--- src/rtl/regfile_write_arbiter.sv ---
// Two-requester arbiter for the single register-file write port.
// Port 0 (WB) has fixed priority; a bounded-wait guard forces a port-1 (MAC) grant.
module regfile_write_arbiter #(
    parameter int DATA_W   = 32,
    parameter int ADDR_W   = 5,
    parameter int MAX_WAIT = 4
) (
    input  logic              clk,
    input  logic              reset,
    input  logic              p0_valid,
    input  logic [ADDR_W-1:0] p0_addr,
    input  logic [DATA_W-1:0] p0_data,
    output logic              p0_ready,
    input  logic              p1_valid,
    input  logic [ADDR_W-1:0] p1_addr,
    input  logic [DATA_W-1:0] p1_data,
    output logic              p1_ready,
    output logic              write_enable,
    output logic [ADDR_W-1:0] w_addr,
    output logic [DATA_W-1:0] w_data,
    output logic              grant_src,
    output logic [3:0]        starve_cnt
);

    localparam logic [3:0] MAX_WAIT_C = 4'(MAX_WAIT);

    // Returns {grant_p1, grant_p0}; a starved port 1 overrides port 0.
    function automatic logic [1:0] arbitrate(input logic v0, input logic v1, input logic starved);
        logic [1:0] g;
        if (v1 && starved) begin
            g = 2'b10;
        end else if (v0) begin
            g = 2'b01;
        end else if (v1) begin
            g = 2'b10;
        end else begin
            g = 2'b00;
        end
        return g;
    endfunction

    logic [1:0]        grant_s;
    logic [3:0]        starve_cnt_q, starve_cnt_d;
    logic              we_q, we_d;
    logic [ADDR_W-1:0] addr_q, addr_d;
    logic [DATA_W-1:0] data_q, data_d;
    logic              src_q, src_d;

    // Grant decision; no grant is issued while reset is held.
    always_comb begin
        grant_s = 2'b00;
        if (reset) begin
            grant_s = 2'b00;
        end else begin
            grant_s = arbitrate(p0_valid, p1_valid, starve_cnt_q >= MAX_WAIT_C);
        end
    end

    assign p0_ready = grant_s[0];
    assign p1_ready = grant_s[1];

    // Port-1 wait counter: clears on grant or idle, saturates at MAX_WAIT.
    always_comb begin
        starve_cnt_d = starve_cnt_q;
        if (!p1_valid || grant_s[1]) begin
            starve_cnt_d = 4'd0;
        end else if (starve_cnt_q < MAX_WAIT_C) begin
            starve_cnt_d = starve_cnt_q + 4'd1;
        end else begin
            starve_cnt_d = starve_cnt_q;
        end
    end

    // Next write-port value; writes to x0 latch addr/data but keep enable low.
    always_comb begin
        we_d   = 1'b0;
        addr_d = {ADDR_W{1'b0}};
        data_d = {DATA_W{1'b0}};
        src_d  = 1'b0;
        case (grant_s)
            2'b01: begin
                we_d   = (p0_addr != {ADDR_W{1'b0}});
                addr_d = p0_addr;
                data_d = p0_data;
                src_d  = 1'b0;
            end
            2'b10: begin
                we_d   = (p1_addr != {ADDR_W{1'b0}});
                addr_d = p1_addr;
                data_d = p1_data;
                src_d  = 1'b1;
            end
            default: begin
                we_d   = 1'b0;
                addr_d = {ADDR_W{1'b0}};
                data_d = {DATA_W{1'b0}};
                src_d  = 1'b0;
            end
        endcase
    end

    // State and output registers; reset discards any write in flight.
    always_ff @(posedge clk) begin
        if (reset) begin
            starve_cnt_q <= 4'd0;
            we_q         <= 1'b0;
            addr_q       <= {ADDR_W{1'b0}};
            data_q       <= {DATA_W{1'b0}};
            src_q        <= 1'b0;
        end else begin
            starve_cnt_q <= starve_cnt_d;
            we_q         <= we_d;
            addr_q       <= addr_d;
            data_q       <= data_d;
            src_q        <= src_d;
        end
    end

    assign write_enable = we_q;
    assign w_addr       = addr_q;
    assign w_data       = data_q;
    assign grant_src    = src_q;
    assign starve_cnt   = starve_cnt_q;

endmodule
--- config.mk ---
export PLATFORM = sky130hd
export DESIGN_NAME = regfile_write_arbiter
export DESIGN_NICKNAME = d
export VERILOG_FILES = /design/src/rtl/regfile_write_arbiter.sv
export SDC_FILE = /design/constraint.sdc
export NUM_CORES = 1
export LEC_CHECK = 0
export ABC_AREA = 1
export CAP_MARGIN = 0
export CORE_UTILIZATION = 36
export CTS_CLUSTER_DIAMETER = 40
export DETAILED_ROUTE_END_ITERATION = 16
export PLACE_DENSITY = 0.9
export SYNTH_ARGS = -nofsm -noshare
export SYNTH_HDL_FRONTEND = slang
export SYNTH_SLANG_ARGS = --single-unit
--- constraint.sdc ---
create_clock -name clk -period 2.55 [get_ports clk]
set_input_delay 0.3825 -clock clk [delete_from_list [all_inputs] [get_ports clk]]
set_output_delay 0.3825 -clock clk [all_outputs]
set_load 0.02 [all_outputs]
==> summary.txt <==
Cells and area
  – Fin cells: 378
  – Syn-to-layout area delta: 81.7%
  – Final net count: 407
  – Commonest non-fill, non-tap cell in the layout: clkdlybuf4s50_1
  – Most frequent cells in the layout: 122 x clkdlybuf4s50_1, 80 x nand2_1, 43 x dfxtp_1
  – Filler Cells Inserted: 355
  – Antenna Diode Count: 0
  – Share of layout cells above drive strength 1: under 10%

CTS
  – CTS clock-pin slew for the worst setup and hold paths: 0.08 ns
  – Number of CTS-inserted buffers: 5
  – CTS max path bufs: 2
  – Clock latency on the worst-skew pair: roughly 0.28 ns
  – Resize count post-CTS: 0
  – Clock sink total: 43
  – Post-CTS Hold Buffers: 0
  – H-tree Lvls: 2
  – Root Buffer Master: clkbuf_8
  – CTS tree: built
  – Setup bufs post-CTS: 0

Logic synthesis
  – Predominant post-synthesis flop cell: dfxtp_1
  – Synthesized instance count: just over 200
  – Syn. warnings: 0
  – Avg Synthesized Cell Area: 8.18 sq um
  – Share of flip-flops with an asynchronous set or reset: 0%
  – Net Count, Synth: 286
  – Register area share after synthesis: 51.6%
  – Synth cell types: 16
  – Yosys reg bits: 43
  – Largest area contributor in the netlist: dfxtp_1
  – Synth top area cells: dfxtp_1 52%, nand2_1 18%, a21oi_2 10%, a21oi_1 5.7%, ha_1 3.0%
  – Post-synth EDFFs: 0
  – Yosys top cell area share: 51.6%
  – Synthesized area: 1670 sq um

Timing
  – Part of the cycle the worst path needs: 91.0%
  – Max frequency: 0.431 GHz
  – RSZ-0062 raised after global routing: no
  – Final hold vios: 0
  – Final TNS setup: 0 ns
  – Final Skew: between 0.004 and 0.005 ns
  – Worst-margin pin slew: 0.646 ns
  – Finish-stage setup viols: 0
  – Rel. slew slack: 56.9%
  – Fin. max-slew vios: 0
  – Min Clock Period, post-route: 2.32 ns

Placement
  – GPL Wtd Cong: 0.804
  – Placed Cells: 370
  – Detailed placement HPWL: 3640 microns
  – # port buffers: 122

Pwr
  – Logic pwr share: between 10% and 20%
  – Sequential share of power: 48.8%
  – Power per cell area: about 470 nW/um^2
  – P_sw: around 320 uW
  – Leak Pwr: approximately 1.1 nW
  – Switching fraction of total power: 23.0%
  – Peak VDD IR: around 0.27 mV
  – Internal: ~1.1 mW
  – Clk pwr share: 32.7%

Drt
  – Post-route ant nets: 0
  – Vias: 1736
  – DR iter-0 viols: 46
  – First drt pass iteration count: 4
  – DRC Markers: 0
  – Via density: 4.59
  – Total wire length: 4760 microns
  – Avg WL per Cell: 12.6 microns

Setup path
  – Startpoint types: primary input
  – Worst path arrival time: 1.94 ns
  – R2r startpoint: starve_cnt[3]
  – Worst R2R Path Depth: 8
  – R2r setup slk: 0.40 ns
  – Worst EP required: around 2.2 ns
  – Reg2reg end: w_addr[4]
  – Crit end category: output port
  – Crit path kind: in -> out
  – Worst-path fanout max: 5
  – CP Launch Point: reset

Floorplanning
  – Die width: 70.1 microns
  – Starting Density: a little under two fifths
  – Core Rows: 24
  – Die Span Y: between 70 and 80 microns
  – Boundary Pins: 123
  – DIE AREA: slightly below 5000 sq um
  – Core box area: 4410 sq um

Worst hold path
  – Worst Hold End: starve_cnt[0]
  – Hold crit path type: reg -> reg
  – Worst hold start: starve_cnt[0]
  – WHS Path Cells: 1

GRT
  – Vias in the first global route: 1700
  – Grt total ovfl: 0
  – Largest net degree at the start of global routing: 39
  – Total track usage: between 10% and 20%
  – Initial antenna violation count: 0
  – First-pass GRT wire length: 7580 microns

Outcome
  – Status: completed

Flow run
  – Max Cap Viol: 0
-- cell usage after synthesis (2+ instances only) --
cell     instances
nand2_1         80
dfxtp_1         43
a21oi_2         20
a21oi_1         19
inv_1            9
nor2_1           9
buf_2            8
ha_1             4
buf_6            3
nand3_1          2
nor3_1           2
-- sequential cells by signal, indices dropped and copies added, names as in the netlist --
register      flops
write_enable      1
starve_cnt        4
grant_src         1
w_data           32
w_addr            5
-- power by group through the flow --
| stage | registers [mW] | logic, mW | clock network, mW |
|---|---|---|---|
| 3_3_place_gp | 0.705 | 0.258 | 0 |
| 4_1_cts | 0.689 | 0.263 | 0.476 |
| 6_report | 0.689 | 0.261 | 0.461 |
| 3_5_place_dp | 0.705 | 0.261 | 0 |
| 5_1_grt | 0.691 | 0.281 | 0.503 |
| 2_1_floorplan | 0.723 | 0.0756 | 0 |
-- final cells by class --
cell class              instances  area (sq um)  area share, %
clock buffers                   8           100           3.30
inverters                       9          33.8           1.11
multi-input cells             140           697           23.0
flip-flops and latches         43           861           28.4
well taps                      52          65.1           2.15
repair buffers                126          1280           42.1
-- per-stage QoR --
stage / hold WS (ns) / total power, mW / util [%] / worst slack (ns) / cell area (sq um)
finish: 0.453 / 1.41 / 68.7 / 0.228 / 3030
floorplan: 0.454 / 0.798 / - / 0.244 / 1670
CTS: 0.451 / 1.43 / 68.7 / 0.232 / 3030
detailed placement: 0.436 / 0.967 / 66.4 / 0.0957 / 2930
global placement: 0.429 / 0.963 / 66.4 / 0.221 / 2930
global route: 0.484 / 1.47 / 68.7 / 0.127 / 3030
-- cells by family after synthesis --
| kind of cell | share of synthesized area, % |
|---|---|
| fa+ha+maj | 3.00 |
| buf+inv | 6.67 |
| compound gates | 16.5 |
| simple gates | 22.0 |
| flops | 51.6 |
| other cells | 0.225 |
-- critical path: stages --
cell	delay, ns
clkdlybuf4s50_1	0.48
nor3_1	0.37
clkdlybuf4s50_1	0.70
-- layer usage --
metal	global-route usage (%)	vias to the layer above	part of all wire [%]
met5	0	-	0
li1	-	881	-
met4	9.33	0	2.9
met2	33.2	89	47
met1	22.6	753	41
met3	5.92	13	8.5
-- how the worst max path moves through the flow --
stage,endpoint,slack [ns],cells past startpoint
after floorplan,w_addr[0],0.24,9
after global placement,w_addr[4],0.22,8
after detailed placement,w_addr[4],0.1,7
after CTS,p0_ready,0.23,3
after global routing,p0_ready,0.13,4
final,p0_ready,0.23,3
(Power assumes the default switching activity.)
